`src/rtl/mdr_mem_port.sv`:
```
// ============================================================================
// Module      : mdr_mem_port
// Description : MAR/MDR capture from BusMuxOut plus a req/ack port to external
//               memory. Optional request timeout when MEM_TIMEOUT_EN is defined.
// Revision    : 1.0 - initial release
// ============================================================================
`default_nettype none

module mdr_mem_port #(
  parameter int DATA_W         = 32,
  parameter int ADDR_W         = 9,
  parameter int TIMEOUT_CYCLES = 16
) (
  input  logic              clock,
  input  logic              clear_n,
  input  logic [DATA_W-1:0] bus_in,
  input  logic              MARin,
  input  logic              MDRin,
  input  logic              Read,
  input  logic              Write,
  output logic [DATA_W-1:0] mdr_out,
  output logic [ADDR_W-1:0] mar_out,
  output logic [ADDR_W-1:0] mem_addr,
  output logic [DATA_W-1:0] mem_wdata,
  output logic              mem_we,
  output logic              mem_req,
  input  logic [DATA_W-1:0] mem_rdata,
  input  logic              mem_ack,
  output logic              busy,
  output logic              done,
  output logic              err
);

  typedef enum logic [0:0] {
    IDLE = 1'b0,
    REQ  = 1'b1
  } stateT;

  stateT             r_state;
  logic [ADDR_W-1:0] r_mar;
  logic [DATA_W-1:0] r_mdr;
  logic [ADDR_W-1:0] r_memAddr;
  logic [DATA_W-1:0] r_memWdata;
  logic              r_memWe;
  logic              r_done;
  logic              w_start;
  logic              w_expire;

  assign w_start = Read | Write;

`ifdef MEM_TIMEOUT_EN
  localparam int                 TIMER_W    = $clog2(TIMEOUT_CYCLES + 1);
  localparam logic [TIMER_W-1:0] TIMER_LOAD = TIMER_W'(TIMEOUT_CYCLES);

  logic [TIMER_W-1:0] r_timer;
  logic               r_err;

  // Expiry is the last unacknowledged REQ cycle; an ack in that cycle wins.
  assign w_expire = (r_state == REQ) && !mem_ack && (r_timer == TIMER_W'(1));

  always_ff @(posedge clock) begin
    if (!clear_n) begin
      r_timer <= '0;
      r_err   <= 1'b0;
    end else if (r_state == IDLE && w_start) begin
      r_timer <= TIMER_LOAD;
      r_err   <= 1'b0;
    end else if (r_state == REQ && !mem_ack) begin
      r_timer <= r_timer - TIMER_W'(1);
      if (w_expire) begin
        r_err <= 1'b1;
      end
    end
  end

  assign err = r_err;
`else
  logic [31:0] w_unusedTimeout;

  assign w_unusedTimeout = 32'(TIMEOUT_CYCLES);
  assign w_expire        = 1'b0;
  assign err             = 1'b0;
`endif

  always_ff @(posedge clock) begin
    if (!clear_n) begin
      r_state    <= IDLE;
      r_mar      <= '0;
      r_mdr      <= '0;
      r_memAddr  <= '0;
      r_memWdata <= '0;
      r_memWe    <= 1'b0;
      r_done     <= 1'b0;
    end else begin
      r_done <= 1'b0;
      case (r_state)
        IDLE: begin
          // A start takes priority over register loads in the same cycle.
          if (Read) begin
            r_memAddr <= r_mar;
            r_memWe   <= 1'b0;
            r_state   <= REQ;
          end else if (Write) begin
            r_memAddr  <= r_mar;
            r_memWdata <= r_mdr;
            r_memWe    <= 1'b1;
            r_state    <= REQ;
          end else begin
            if (MARin) begin
              r_mar <= bus_in[ADDR_W-1:0];
            end
            if (MDRin) begin
              r_mdr <= bus_in;
            end
          end
        end
        REQ: begin
          if (mem_ack || w_expire) begin
            if (mem_ack && !r_memWe) begin
              r_mdr <= mem_rdata;
            end
            r_state <= IDLE;
            r_done  <= 1'b1;
          end
        end
        default: r_state <= IDLE;
      endcase
    end
  end

  assign mdr_out   = r_mdr;
  assign mar_out   = r_mar;
  assign mem_addr  = r_memAddr;
  assign mem_wdata = r_memWdata;
  assign mem_we    = r_memWe;
  assign mem_req   = (r_state == REQ);
  assign busy      = (r_state != IDLE);
  assign done      = r_done;

endmodule

`default_nettype wire

```
`config.mk`:
```
export PLATFORM = sky130hd
export DESIGN_NAME = mdr_mem_port
export DESIGN_NICKNAME = d
export VERILOG_FILES = /design/src/rtl/mdr_mem_port.sv
export SDC_FILE = /design/constraint.sdc
export NUM_CORES = 1
export LEC_CHECK = 0
export ABC_AREA = 0
export ABC_CLOCK_PERIOD_IN_PS = 3400
export CAP_MARGIN = 15
export CORE_MARGIN = 2
export CORE_UTILIZATION = 28
export DETAILED_ROUTE_END_ITERATION = 10
export GPL_TIMING_DRIVEN = 0
export SLEW_MARGIN = 15
export SYNTH_ARGS = -nofsm -noshare
export SYNTH_HDL_FRONTEND = slang
export SYNTH_SLANG_ARGS = --single-unit
```
`constraint.sdc`:
```
create_clock -name clock -period 3.4 [get_ports clock]
set_input_delay 0.68 -clock clock [delete_from_list [all_inputs] [get_ports clock]]
set_output_delay 0.68 -clock clock [all_outputs]
set_load 0.1 [all_outputs]
```
==> Flow_metrics.wiki <==
{| class="wikitable"
! Metric !! Value
|-
| Maximum number of pins on one net before global-route repair || 15
|-
| Share of cells above drive strength 1 || 7.428%
|-
| Async SR Flop Fraction || 0%
|-
| Final critical-path setup slack || 0.7740 ns
|-
| Hold Violations, Final || 0
|-
| Library cell occupying the most area in the post-synthesis netlist || sky130_fd_sc_hd__dfxtp_1
|-
| Root buffer cell || sky130_fd_sc_hd__clkbuf_16
|-
| Cts-stage hold buffer count || 0
|-
| Final std cell area, no fill || 5653 um2
|-
| Number of buffers inserted to repair setup after CTS || 0
|-
| Max-cap viol count || 0
|-
| Die X || 118.0 um
|-
| Placed wire-length estimate after detailed placement || 8.430 mm
|-
| Sw Share || 35.14%
|-
| Reported leakage power || 2.331 nW
|-
| H-tree Lvls || 3
|-
| Initial antenna violation count || 0
|-
| # setup viols final || 0
|-
| Worst ir drop on vdd || 0.2234 mV
|-
| Dpl ws || 0.9926 ns
|-
| Vias in the first global route || 3280
|-
| Logic gate share of total power || 28.7%
|-
| First-pass iteration count of the detailed router || 4
|-
| Number of routed nets with antenna violations || 0
|-
| Clock power frac || 32.0%
|-
| Filler Cell Count || 1253
|-
| Slew headroom || 31.63%
|-
| Setup repair after global routing missed its margin || no
|-
| Share of total power in sequential cells || 39.3%
|-
| Grt ovf || 0
|-
| Minimum hold slack || 0.4502 ns
|-
| Final core occ || 44.61%
|-
| Max stage delay on crit path || 1.11 ns
|-
| Distinct cells, synth || 26
|-
| Vias after detailed routing || 3325
|-
| Cell chain of the critical path || buf_4, clkdlybuf4s50_1
|-
| Category of the most critical setup path || register to output port
|-
| Required time of the critical path || 2.72 ns
|-
| Category of the worst setup path capture point || output port
|-
| Count of inserted antenna diode cells || 0
|-
| Clock network latency to the later pin of the worst-skew pair || 0.33 ns
|-
| Type of the worst min-delay path || register to register
|-
| Placed cell area || 5384 um2
|-
| Area taken by multi-input logic gates || 1702 um2
|-
| Share of the cycle needed by the critical path after routing || 77.23%
|-
| Post-layout nets || 618
|-
| Number of remaining DRC errors || 0
|-
| I/O pin total || 158
|-
| Outcome || completed
|-
| Number of buffers added by the clock tree synthesis step || 9
|-
| Register area share after synthesis || 46.78%
|-
| DIE HEIGHT || 118.0 um
|-
| Area of all sequential standard cells || 1702 um2
|-
| Actual slew at the worst max-slew pin || 1.022 ns
|-
| TritonCTS clock tree || done
|-
| Yosys Warn Count || 0
|-
| Int Pwr || 1.794 mW
|-
| Power Total || 2.766 mW
|-
| Post-synth top cells || sky130_fd_sc_hd__nand2_1, sky130_fd_sc_hd__dfxtp_1, sky130_fd_sc_hd__a21boi_1
|-
| Synthesized area per cell || 9.497 um2
|-
| Vias per cell || 4.593
|-
| Critical path arrival || 1.95 ns
|-
| Layout area overhead || 55.42%
|-
| Overall global routing resource usage || 15.71%
|-
| Number of max-slew violations in the final report || 0
|-
| Starting density of the core || 28.71%
|-
| Power density relative to cell area || 489.2 nW/um2
|-
| Global placer's final weighted congestion || 0.8082
|-
| Launching element type of the critical path || register
|-
| Worst-path cell with the longest stage delay || sky130_fd_sc_hd__clkdlybuf4s50_1
|-
| Placed cell count || 708
|-
| Number of port buffers || 153
|-
| Library cell with the highest instance count after synthesis || sky130_fd_sc_hd__nand2_1
|-
| Crit path time final || 2.626 ns
|-
| Layout Cells excl Fill || 724
|-
| Switching power total || 0.9718 mW
|-
| Cts repair resizes || 0
|-
| Die Footprint || 13920 um2
|-
| Max Root-Sink Buffers || 2
|-
| Gate Count Post-Synth || 383
|-
| Top post-synthesis cells by area || sky130_fd_sc_hd__dfxtp_1, sky130_fd_sc_hd__nand2_1, sky130_fd_sc_hd__a21boi_1, sky130_fd_sc_hd__mux2i_1, sky130_fd_sc_hd__o211a_1
|-
| Total routed wirelength || 11.07 mm
|-
| Standard cell core area || 12670 um2
|-
| Main flop type after synthesis || sky130_fd_sc_hd__dfxtp_1
|-
| Post-synth net total || 454
|-
| Final worst clock skew || 0.005985 ns
|-
| Number of core rows || 41
|-
| Sum of negative setup slack || 0 ns
|-
| EDFF count, synth || 0
|-
| Wire length of the first global-routing pass || 17.18 mm
|-
| Yosys top cell area share || 46.78%
|-
| Yosys reg bits || 85
|-
| Clk sink count || 85
|-
| Highest clock frequency the design can meet || 380.8 MHz
|-
| Worst-path fanout max || 3
|-
| Iteration-0 DRC Markers || 135
|-
| Netlist Area Pre-Place || 3637 um2
|-
| Routed length per instance || 15.29 um
|-
| Clock input transition at the sequential cells of the worst setup and hold paths || 0.06 ns
|}
==> per-layer routing <==
| metal | wire length (um) | track usage, % | up-vias |
|---|---|---|---|
| met5 | 0 | 0 | - |
| met4 | 240 | 6.627 | 0 |
| met3 | 758 | 3.828 | 17 |
| met2 | 4986 | 25.18 | 130 |
| met1 | 5085 | 20.12 | 1527 |
| li1 | - | - | 1651 |
==> final cells by class <==
type,count,area share [%]
sequential,85,30.10
multi-input combinational,261,30.10
timing repair buffer,153,27.09
buffer,37,4.139
clock buffer,10,4.050
tap,172,3.807
clock inverter,6,0.7083
==> kinds of logic after synthesis <==
kind of cell	after synthesis	synth area share, %
compound gates	118	24.42
flops	85	46.78
simple gates	110	13.45
other cells	1	0.1031
buf+inv	37	6.433
mux	32	8.806
==> worst paths after layout <==
check | startpoint | to | slack (ns) | cells past startpoint
worst min register to register | mem_wdata[23] | mem_wdata[23] | 0.45 | 2
worst max register to register | busy | mdr_out[23] | 1.59 | 5
worst max-delay path | busy | mem_req | 0.77 | 2
worst min-delay path | mem_wdata[23] | mem_wdata[23] | 0.45 | 2
==> placed cells by master, fill, tap and decap left out, drive strengths merged, types with 2 or more instances in the layout <==
cell type	n
a21boi	50
mux2i	32
o211a	32
dfxtp	85
clkbuf	25
nor4b	2
o21ai	32
buf	22
nand2	101
clkinv	5
clkdlybuf4s50	153
==> sequential cells by signal (all words and copies together), names as in the netlist <==
name,flops
done,1
busy,1
mem_addr,9
mar_out,9
mem_wdata,32
mem_we,1
mdr_out,32
==> worst max-delay path, delay by kind of cell, from the launching register on <==
| family | cells | cell delay [ns] |
|---|---|---|
| buffers and inverters | 2 | 1.23 |
| DFF | 1 | 0.38 |
==> power groups by stage <==
stage,Clock [mW],Sequential [mW],Combinational [mW]
after global placement,0,1.11,0.792
after global routing,0.953,1.09,0.824
after floorplan,0,1.46,0.196
after detailed placement,0,1.11,0.794
final,0.885,1.09,0.793
after CTS,0.916,1.09,0.797
Power figures use the tool's default switching activity.
==> RTL change: new RTL, same settings <==
The parameter `DATA_W` goes from 32 to 28.
--- a/src/rtl/mdr_mem_port.sv
+++ b/src/rtl/mdr_mem_port.sv
@@ -8,5 +8,5 @@
 
 module mdr_mem_port #(
-  parameter int DATA_W         = 32,
+  parameter int DATA_W         = 28,
   parameter int ADDR_W         = 9,
   parameter int TIMEOUT_CYCLES = 16
Ports: changed (resized bus_in, mdr_out, mem_rdata and mem_wdata); port bits go from 158 to 142. The function was not compared with the original's and may differ.
==> RTL change against the unedited design <==
  * Maximum frequency down 4.9%
  * Routed wire length down 11%
  * Setup slack worse by 0.13 ns
  * Hold slack better by 0.0011 ns
  * Cell area down 9.0%
  * Sequential cell count down 8
  * Synthesized area down 9.8%
  * Total power down 2.6%
  * Largest cell class unchanged
  * Largest power group is now the clock network
==> RTL change: results (changes against the unedited design) <==
.. list-table::
   :header-rows: 1

   * - Metric
     - Value
   * - Min-Delay Startpoint
     - mem_wdata[23]$_SDFFE_PN0P_
   * - Initial DRC Count
     - 105 (-22%)
   * - Number of buffers added for setup after CTS
     - 0 (unchanged)
   * - GRT Total Usage
     - 0.1568 (-0.0002262)
   * - Worst relative slew slack
     - 0.2984 (-0.01789)
   * - Hold Path Class
     - flop to flop
   * - Final clock skew
     - 0.002818 ns (-0.003167 ns)
   * - Number of nets in the final layout
     - 558 (-9.7%)
   * - Dominant cells by area after synthesis
     - sky130_fd_sc_hd__dfxtp_1, sky130_fd_sc_hd__nand2_1, sky130_fd_sc_hd__mux2i_1
   * - Root Driver
     - sky130_fd_sc_hd__clkbuf_16
   * - Insertion delay of the later-clocked pin in the worst-skew pair
     - 0.33 ns (about the same)
   * - Clock transition time at the flip-flop clock pins of the worst setup and hold paths
     - 0.06 ns (about the same)
   * - Global-route wire length before repair
     - 15540 um (-9.6%)
   * - Cells on worst reg2reg path
     - 5 (unchanged)
   * - Largest net degree at the start of global routing
     - 13 (-2)
   * - Total of buffers placed on input and output ports
     - 137 (-10%)
   * - CTS buffer count
     - 9 (unchanged)
   * - DR pass1 iterations
     - 5 (+1)
   * - Number of filler cells placed in the layout
     - 1116 (-11%)
   * - Area of placed instances
     - 4832 sq um (-10%)
   * - Share of synthesized registers carrying an async set or reset
     - 0 (unchanged)
   * - Via count of the first global-routing pass
     - 2913 (-11%)
   * - Distinct cell type count of the synthesized netlist
     - 26 (unchanged)
   * - Number of diodes
     - 0 (unchanged)
   * - Maximum fanout along the worst path
     - 5 (+2)
   * - Number of levels the H-tree was split into
     - 3 (unchanged)
   * - Synth Warn #
     - 0 (unchanged)
   * - Hpwl dp
     - 7404 um (-12%)
   * - Nets in the synthesized netlist
     - 410 (-9.7%)
   * - Hold Path Stages
     - 2 (unchanged)
   * - Ranking of synthesized cells by instance count
     - sky130_fd_sc_hd__nand2_1, sky130_fd_sc_hd__dfxtp_1, sky130_fd_sc_hd__a21boi_0
   * - Peak ir drop on the vdd network
     - 0.2172 mV (-2.8%)
   * - Type of origin of the critical path
     - flop
   * - Leading register cell type out of synthesis
     - sky130_fd_sc_hd__dfxtp_1
   * - Maximum buffer depth of the clock tree
     - 2 (unchanged)
   * - Routability Congestion
     - 0.7890 (-2.4%)
   * - Layout cells sized above 1
     - 0.07816 (+0.003881)
   * - Proportion of synthesized chip area in sequential cells
     - 0.4697 (+0.001855)
   * - RR Startpoint
     - busy$_SDFF_PN0_
   * - Number of instances resized during post-cts repair
     - 0 (unchanged)
   * - Leakage power summed over all cells
     - 2.112 nW (-9.4%)
   * - WP data arrival
     - 2.08 ns (+0.13 ns)
   * - Via/cell ratio
     - 4.626 (+0.73%)
   * - Internal power summed over all cells
     - 1.824 mW (+1.7%)
   * - Status
     - completed
   * - Avg WL per Cell
     - 15.33 um (+0.22%)
   * - Initial antenna violation count
     - 0 (unchanged)
-- RTL change: power groups by stage --
stage / clock, mW / combinational (mW) / sequential [mW]
floorplan: 0 / 0.171 / 1.32
global placement: 0 / 0.701 / 1.00
detailed placement: 0 / 0.703 / 1.00
CTS: 1.04 / 0.705 / 0.983
global route: 1.08 / 0.732 / 0.990
finish: 1.01 / 0.700 / 0.983
-- RTL change: metal layers --
| layer | global-route usage | vias up | wire (um) |
|---|---|---|---|
| met2 | 0.2522 | 89 | 4544 |
| met5 | 0 | - | 0 |
| met3 | 0.05184 | 7 | 663 |
| met4 | 0.04390 | 0 | 89 |
| li1 | - | 1499 | - |
| met1 | 0.2024 | 1375 | 4542 |
-- RTL change: path summary, 6_finish.rpt --
| path | endpoint | slack, ns |
|---|---|---|
| max | mem_req | 0.64 |
| min | mem_wdata[23]$_SDFFE_PN0P_ | 0.45 |
| max reg2reg | mdr_out[14]$_SDFFE_PN0P_ | 1.70 |
| min reg2reg | mem_wdata[23]$_SDFFE_PN0P_ | 0.45 |
-- RTL change: critical path, stage by stage (launching register included) --
cell and delay (ns):
sky130_fd_sc_hd__dfxtp_1 0.44, sky130_fd_sc_hd__buf_4 0.15, sky130_fd_sc_hd__clkdlybuf4s50_1 1.16
-- RTL change: cell families after synthesis --
logic type,share of synthesized area
other cells,0.001143
mux,0.08540
compound gates,0.2432
flops,0.4697
simple gates,0.1380
buf+inv,0.06252
-- RTL change: through the flow --
stage | hold WS, ns | utilization | power [mW] | cells | setup WS, ns
6_report | 0.4514 | 0.4507 | 2.693 | 642 | 0.6391
5_1_grt | 0.4843 | 0.4507 | 2.804 | 642 | 0.5835
4_1_cts | 0.4549 | 0.4507 | 2.732 | 642 | 0.6172
3_5_place_dp | 0.4470 | 0.4232 | 1.705 | 627 | 0.9841
3_3_place_gp | 0.4423 | 0.4232 | 1.702 | 627 | 0.9854
2_1_floorplan | 0.8149 | - | 1.492 | 347 | 1.253
-- RTL change: final cells by class --
class | instances | area [sq um] | area share
flip-flops and latches | 77 | 1541 | 0.2995
clock buffers | 10 | 239.0 | 0.04644
well taps | 143 | 178.9 | 0.03477
repair buffers | 137 | 1371 | 0.2665
clock inverters | 5 | 75.07 | 0.01459
plain buffers | 33 | 205.2 | 0.03987
multi-input cells | 237 | 1535 | 0.2983
